$ cat src/rtl/fetch_stage.sv
// Instruction fetch stage for the 16-bit mini-MIPS core: PC, single-outstanding imem handshake,
// skid buffer and IF/ID register. Optional FETCH_PREDECODE_EN adds id_illegal predecode.
module fetch_stage #(
  parameter int unsigned         PC_WIDTH    = 16,
  parameter int unsigned         INSTR_WIDTH = 16,
  parameter logic [PC_WIDTH-1:0] RESET_PC    = '0
) (
  input  logic                   clk,
  input  logic                   rst_n,
  output logic                   imem_req,
  output logic [PC_WIDTH-1:0]    imem_addr,
  input  logic [INSTR_WIDTH-1:0] imem_rdata,
  input  logic                   imem_valid,
  input  logic                   stall,
  input  logic                   redirect,
  input  logic [PC_WIDTH-1:0]    redirect_pc,
  input  logic [7:0]             redirect_off,
  output logic                   id_valid,
  output logic [INSTR_WIDTH-1:0] id_instr,
  output logic [3:0]             id_op,
  output logic [PC_WIDTH-1:0]    id_pc
`ifdef FETCH_PREDECODE_EN
  ,
  output logic                   id_illegal
`endif
);

  typedef enum logic [1:0] {StIdle, StWait, StHold, StIssue} state_e;

  state_e                 state_q;
  logic [PC_WIDTH-1:0]    pc_q;
  logic                   jump_q;  // pc_q already holds a redirect target; skip the +1
  logic                   disc_q;  // outstanding response belongs to a flushed path
  logic [INSTR_WIDTH-1:0] skid_q;

  logic [PC_WIDTH-1:0]    target;
  logic [PC_WIDTH-1:0]    next_pc;
  logic                   load_en;
  logic [INSTR_WIDTH-1:0] load_word;

  assign target  = redirect_pc + PC_WIDTH'(1) + {{(PC_WIDTH-8){redirect_off[7]}}, redirect_off};
  assign next_pc = jump_q ? pc_q : pc_q + PC_WIDTH'(1);
  assign id_op   = id_instr[INSTR_WIDTH-1 -: 4];

  always_comb begin
    load_en   = 1'b0;
    load_word = imem_rdata;
    if (!redirect && !stall) begin
      unique case (state_q)
        StWait: load_en = imem_valid && !disc_q;
        StHold: begin
          load_en   = 1'b1;
          load_word = skid_q;
        end
        default: load_en = 1'b0;
      endcase
    end
  end

  always_ff @(posedge clk or negedge rst_n) begin
    if (!rst_n) begin
      state_q   <= StIdle;
      pc_q      <= RESET_PC;
      jump_q    <= 1'b0;
      disc_q    <= 1'b0;
      skid_q    <= '0;
      imem_req  <= 1'b0;
      imem_addr <= RESET_PC;
    end else if (redirect) begin
      pc_q   <= target;
      jump_q <= 1'b1;
      if (state_q == StWait && !imem_valid) begin
        // Keep the request up until its response drains, then fetch the target.
        disc_q <= 1'b1;
      end else begin
        disc_q   <= 1'b0;
        imem_req <= 1'b0;
        state_q  <= StIssue;
      end
    end else begin
      unique case (state_q)
        StIdle: begin
          imem_req  <= 1'b1;
          imem_addr <= pc_q;
          state_q   <= StWait;
        end
        StWait: begin
          if (imem_valid) begin
            imem_req <= 1'b0;
            if (disc_q) begin
              disc_q  <= 1'b0;
              state_q <= StIssue;
            end else if (!stall) begin
              state_q <= StIssue;
            end else begin
              skid_q  <= imem_rdata;
              state_q <= StHold;
            end
          end
        end
        StHold: begin
          if (!stall) state_q <= StIssue;
        end
        StIssue: begin
          pc_q      <= next_pc;
          imem_addr <= next_pc;
          imem_req  <= 1'b1;
          jump_q    <= 1'b0;
          state_q   <= StWait;
        end
        default: state_q <= StIdle;
      endcase
    end
  end

`ifdef FETCH_PREDECODE_EN
  logic word_illegal;
  assign word_illegal = (load_word[INSTR_WIDTH-1 -: 2] == 2'b11);
`endif

  always_ff @(posedge clk or negedge rst_n) begin
    if (!rst_n) begin
      id_valid   <= 1'b0;
      id_instr   <= '0;
      id_pc      <= '0;
`ifdef FETCH_PREDECODE_EN
      id_illegal <= 1'b0;
`endif
    end else if (redirect) begin
      id_valid   <= 1'b0;
`ifdef FETCH_PREDECODE_EN
      id_illegal <= 1'b0;
`endif
    end else if (!stall) begin
      if (load_en) begin
        id_instr   <= load_word;
        id_pc      <= pc_q;
`ifdef FETCH_PREDECODE_EN
        id_valid   <= !word_illegal;
        id_illegal <= word_illegal;
`else
        id_valid   <= 1'b1;
`endif
      end else begin
        id_valid   <= 1'b0;
`ifdef FETCH_PREDECODE_EN
        id_illegal <= 1'b0;
`endif
      end
    end
  end

endmodule

$ cat config.mk
export PLATFORM = sky130hd
export DESIGN_NAME = fetch_stage
export DESIGN_NICKNAME = d
export VERILOG_FILES = /design/src/rtl/fetch_stage.sv
export SDC_FILE = /design/constraint.sdc
export NUM_CORES = 1
export LEC_CHECK = 0
export CAP_MARGIN = 0
export CORE_ASPECT_RATIO = 0.8
export CORE_MARGIN = 3
export CORE_UTILIZATION = 45
export DETAILED_ROUTE_END_ITERATION = 8
export MAX_ROUTING_LAYER = met4
export PLACE_DENSITY = 0.76
export SLEW_MARGIN = 20
export SYNTH_ARGS = -nofsm -noshare
export SYNTH_HDL_FRONTEND = slang
export SYNTH_SLANG_ARGS = --single-unit
$ cat constraint.sdc
create_clock -name clk -period 2.4 [get_ports clk]
set_input_delay 0.48 -clock clk [delete_from_list [all_inputs] [get_ports clk]]
set_output_delay 0.48 -clock clk [all_outputs]
set_load 0.1 [all_outputs]
==> results of run 1 <==
final timing paths:
path | endpoint | from | slack (ps)
min | id_instr[15] | rst_n | 140
max | pc_q[11] | redirect_pc[1] | 160
max reg2reg | pc_q[15] | state_q[0] | 430
min in group clk | id_instr[10] | id_instr[10] | 480
min reg2reg | id_instr[10] | id_instr[10] | 480
max in group asynchronous | imem_addr[12] | rst_n | 1610
timing repair:
action                                  4_1_cts  5_1_grt
resized for setup                             0        3
hold endpoints to repair                      0        0
endpoints found under the setup margin        0        8
stage by stage:
stage                     hold slack, ps  cells  instance area, um^2
after global routing                 186    701                 6180
after global placement               464    686                 5850
after floorplan                      184    418                 4520
after detailed placement             474    686                 5850
after CTS                            164    701                 6170
final                                140    701                 6180
synthesized netlist by cell type (2+ instances only):
cell | n | area (um^2)
a21o_1 | 3 | 22.5
nor3b_1 | 2 | 15.0
clkbuf_1 | 6 | 22.5
o21a_1 | 3 | 22.5
dfrtp_1 | 86 | 2150
and3_1 | 3 | 18.8
nand2b_1 | 3 | 18.8
nand4_1 | 4 | 25.0
inv_1 | 12 | 45.0
nor3_1 | 2 | 10.0
and3_2 | 2 | 15.0
nor2_1 | 17 | 63.8
buf_2 | 4 | 20.0
mux2_2 | 39 | 439
a211oi_1 | 3 | 22.5
mux2i_1 | 20 | 200
a21oi_1 | 24 | 120
nand3_1 | 6 | 30.0
or3_1 | 2 | 12.5
buf_4 | 8 | 60.1
a31oi_1 | 3 | 18.8
o21ai_1 | 5 | 25.0
ha_1 | 20 | 250
o21ai_0 | 40 | 200
xor2_1 | 14 | 123
nor2b_1 | 4 | 25.0
xnor2_1 | 10 | 87.6
nand2_1 | 47 | 176
or4_1 | 2 | 15.0
o21bai_1 | 3 | 22.5
and4_1 | 4 | 35.0
o22ai_1 | 2 | 12.5
cell type report:
type                            count  area, um^2
Tap cell                          136         170
Clock inverter                      4        70.1
Multi-Input combinational cell    301        2230
Timing Repair Buffer              151        1260
Sequential cell                    86        2150
Fill cell                         796        3510
Inverter                           12        45.0
Clock buffer                       11         253
report_power, final:
| part | internal, uW | switching [uW] | total (uW) |
|---|---|---|---|
| Sequential | 2040 | 422 | 2470 |
| Clock | 958 | 521 | 1480 |
| Combinational | 1230 | 3810 | 5040 |
| Total | 4230 | 4750 | 8990 |
worst register-to-register path: cells and delay by family, from the launching register on:
kind / cells / cell delay [ps]
simple gates: 4 / 890
compound gates: 1 / 140
xor+xnor: 1 / 200
fa+ha+maj: 1 / 240
flops: 1 / 420
kinds of logic (layout without fill, tap and decap cells):
group           after synthesis  after routing  synth area share
mux                          59             59             0.142
flops                        86             86             0.477
simple gates                104            104             0.119
fa+ha+maj                    21             21            0.0599
compound gates               93             93             0.123
xor+xnor                     24             24            0.0465
buf+inv                      31            178            0.0338
metal layers:
layer | wire length, um | track usage | vias up
li1 | - | - | 1762
met1 | 4960 | 0.253 | 1786
met2 | 5450 | 0.336 | 68
met3 | 367 | 0.0516 | 10
met4 | 134 | 0.0400 | 0
met5 | 0 | - | -
flip-flops by register name, summed over array words and instances (netlist names):
name,cells
id_valid,1
id_pc,16
jump_q,1
imem_req,1
skid_q,16
disc_q,1
pc_q,16
id_instr,16
state_q,2
imem_addr,16
==> results.md, run 1 <==
* Pin count of the biggest net entering global routing at between 40 and 50
* Skew-Pair Late Insertion Delay at ~330 ps
* Flops & latches, synth at 86
* CP Class: in -> reg
* Max VDD drop at 1.11 mV
* Num CTS Buffers at 9
* Hold-fix buffers, CTS at 0
* DP HPWL at 8.40 mm
* Final #Nets at roughly 630
* RSZ-0062 raised after global routing: no
* Average size of a mapped cell at roughly 11 um^2
* Setup TNS at 0 ps
* Clock root cell: clkbuf_16
* Number of global-route vias before repair at 3623
* CP startpoint kind: input port
* GPL Wtd Cong at 0.900
* CP Cell Sequence: clkdlybuf4s50_1 -> ha_1 -> nor2b_1 -> o31ai_2 -> buf_4 -> a21oi_1 -> a21boi_0 -> xor2_1 -> mux2i_1
* Initial DRC count at between 150 and 200
* YS warnings at 0
* Final hold violation count at 0
* Cell count along the critical path at 9
* Final Max Slew Viols at 0
* Starting Density at 0.466
* Average wire per standard cell at 15.6 um
* Synth-to-layout area growth at 36.9%
* Clock-pin slew on the worst setup and hold paths at around 60 ps
* Tightest Hold Check Type: in -> async
* Die area at 11300 um^2
* R2R cell count at 7
* CTS Buffer Depth at 2
* Outcome: finished clean
* First-pass GRT wire length at 17.8 mm
* Drt total wl at around 11 mm
* Initial antenna violation count at 0
* Die span in x at around 120 um
* Final Util at 0.638
* Commonest non-fill, non-tap cells in the layout: buf_4, dfrtp_1, nand2_1
* Commonest non-fill, non-tap cell in the layout: buf_4
* Max incr delay on CP at 460 ps
* Arr. time, crit path at 2450 ps
* Row Count at 32
* TritonCTS clock tree: done
* Vias/cell at roughly 5.2
* Tot Pwr at ~9000 uW
* Netlist cell types at 47
* Seq/Total Area, Yosys at 0.477
* Max Cap Violations at 0
* Async SR Flop Fraction at 1.00
* Core Area at 9690 um^2
* Setup Buffers After CTS at 0
* Antenna cell count at 0
* Pre-Repair DR Iteration Count at 4
* Total Routing Usage GR at 0.201
* FMAX at about 0.45 GHz
* # setup viols final at 0
* Crit Path Max Fanout at 4
* Top FF cell, synth: dfrtp_1
* ANT nets after route at 0
* Final setup margin at between 150 and 200 ps
* Die height at 95.6 um
* Crit-path leading delay family: buffers and inverters
* Total gr overflow at 0
* Ratio of cells with drive above 1 in the final layout at 0.312
* Syn Std Cell Area at 4520 um^2
* Max-slew headroom at 0.621
* Critical Path RT at about 2600 ps
* Dpl ws at -277 ps
* Worst Tran Pin Value at 568 ps
* PwrDens at 1450 nW/um^2
* WP buf/inv at 2
* Ports at slightly below 100
* Slowest CP cell: clkdlybuf4s50_1
* Via count at 3626
* Fin crit period at ~2200 ps
* Drt drc at 0
* Fin crit share at 0.934
* EDFF count, synth at 0
* Clock Skew at roughly 3.8 ps
* Port bufs at 98
* P_leak at 0.00287 uW
* CTS sink cnt at 86
* H-tree levels at 3
* Synthesized net count at 484
* Syn Inst Count at 418
* Crit end category: register
No activity file was read; power rests on OpenSTA's default activity.
==> run 2, diff against run 1 <==
SLEW_MARGIN = 0   (was 20)
==> results of run 2 <==
The final DEF is identical to that of run 1; final timing and power are the same.
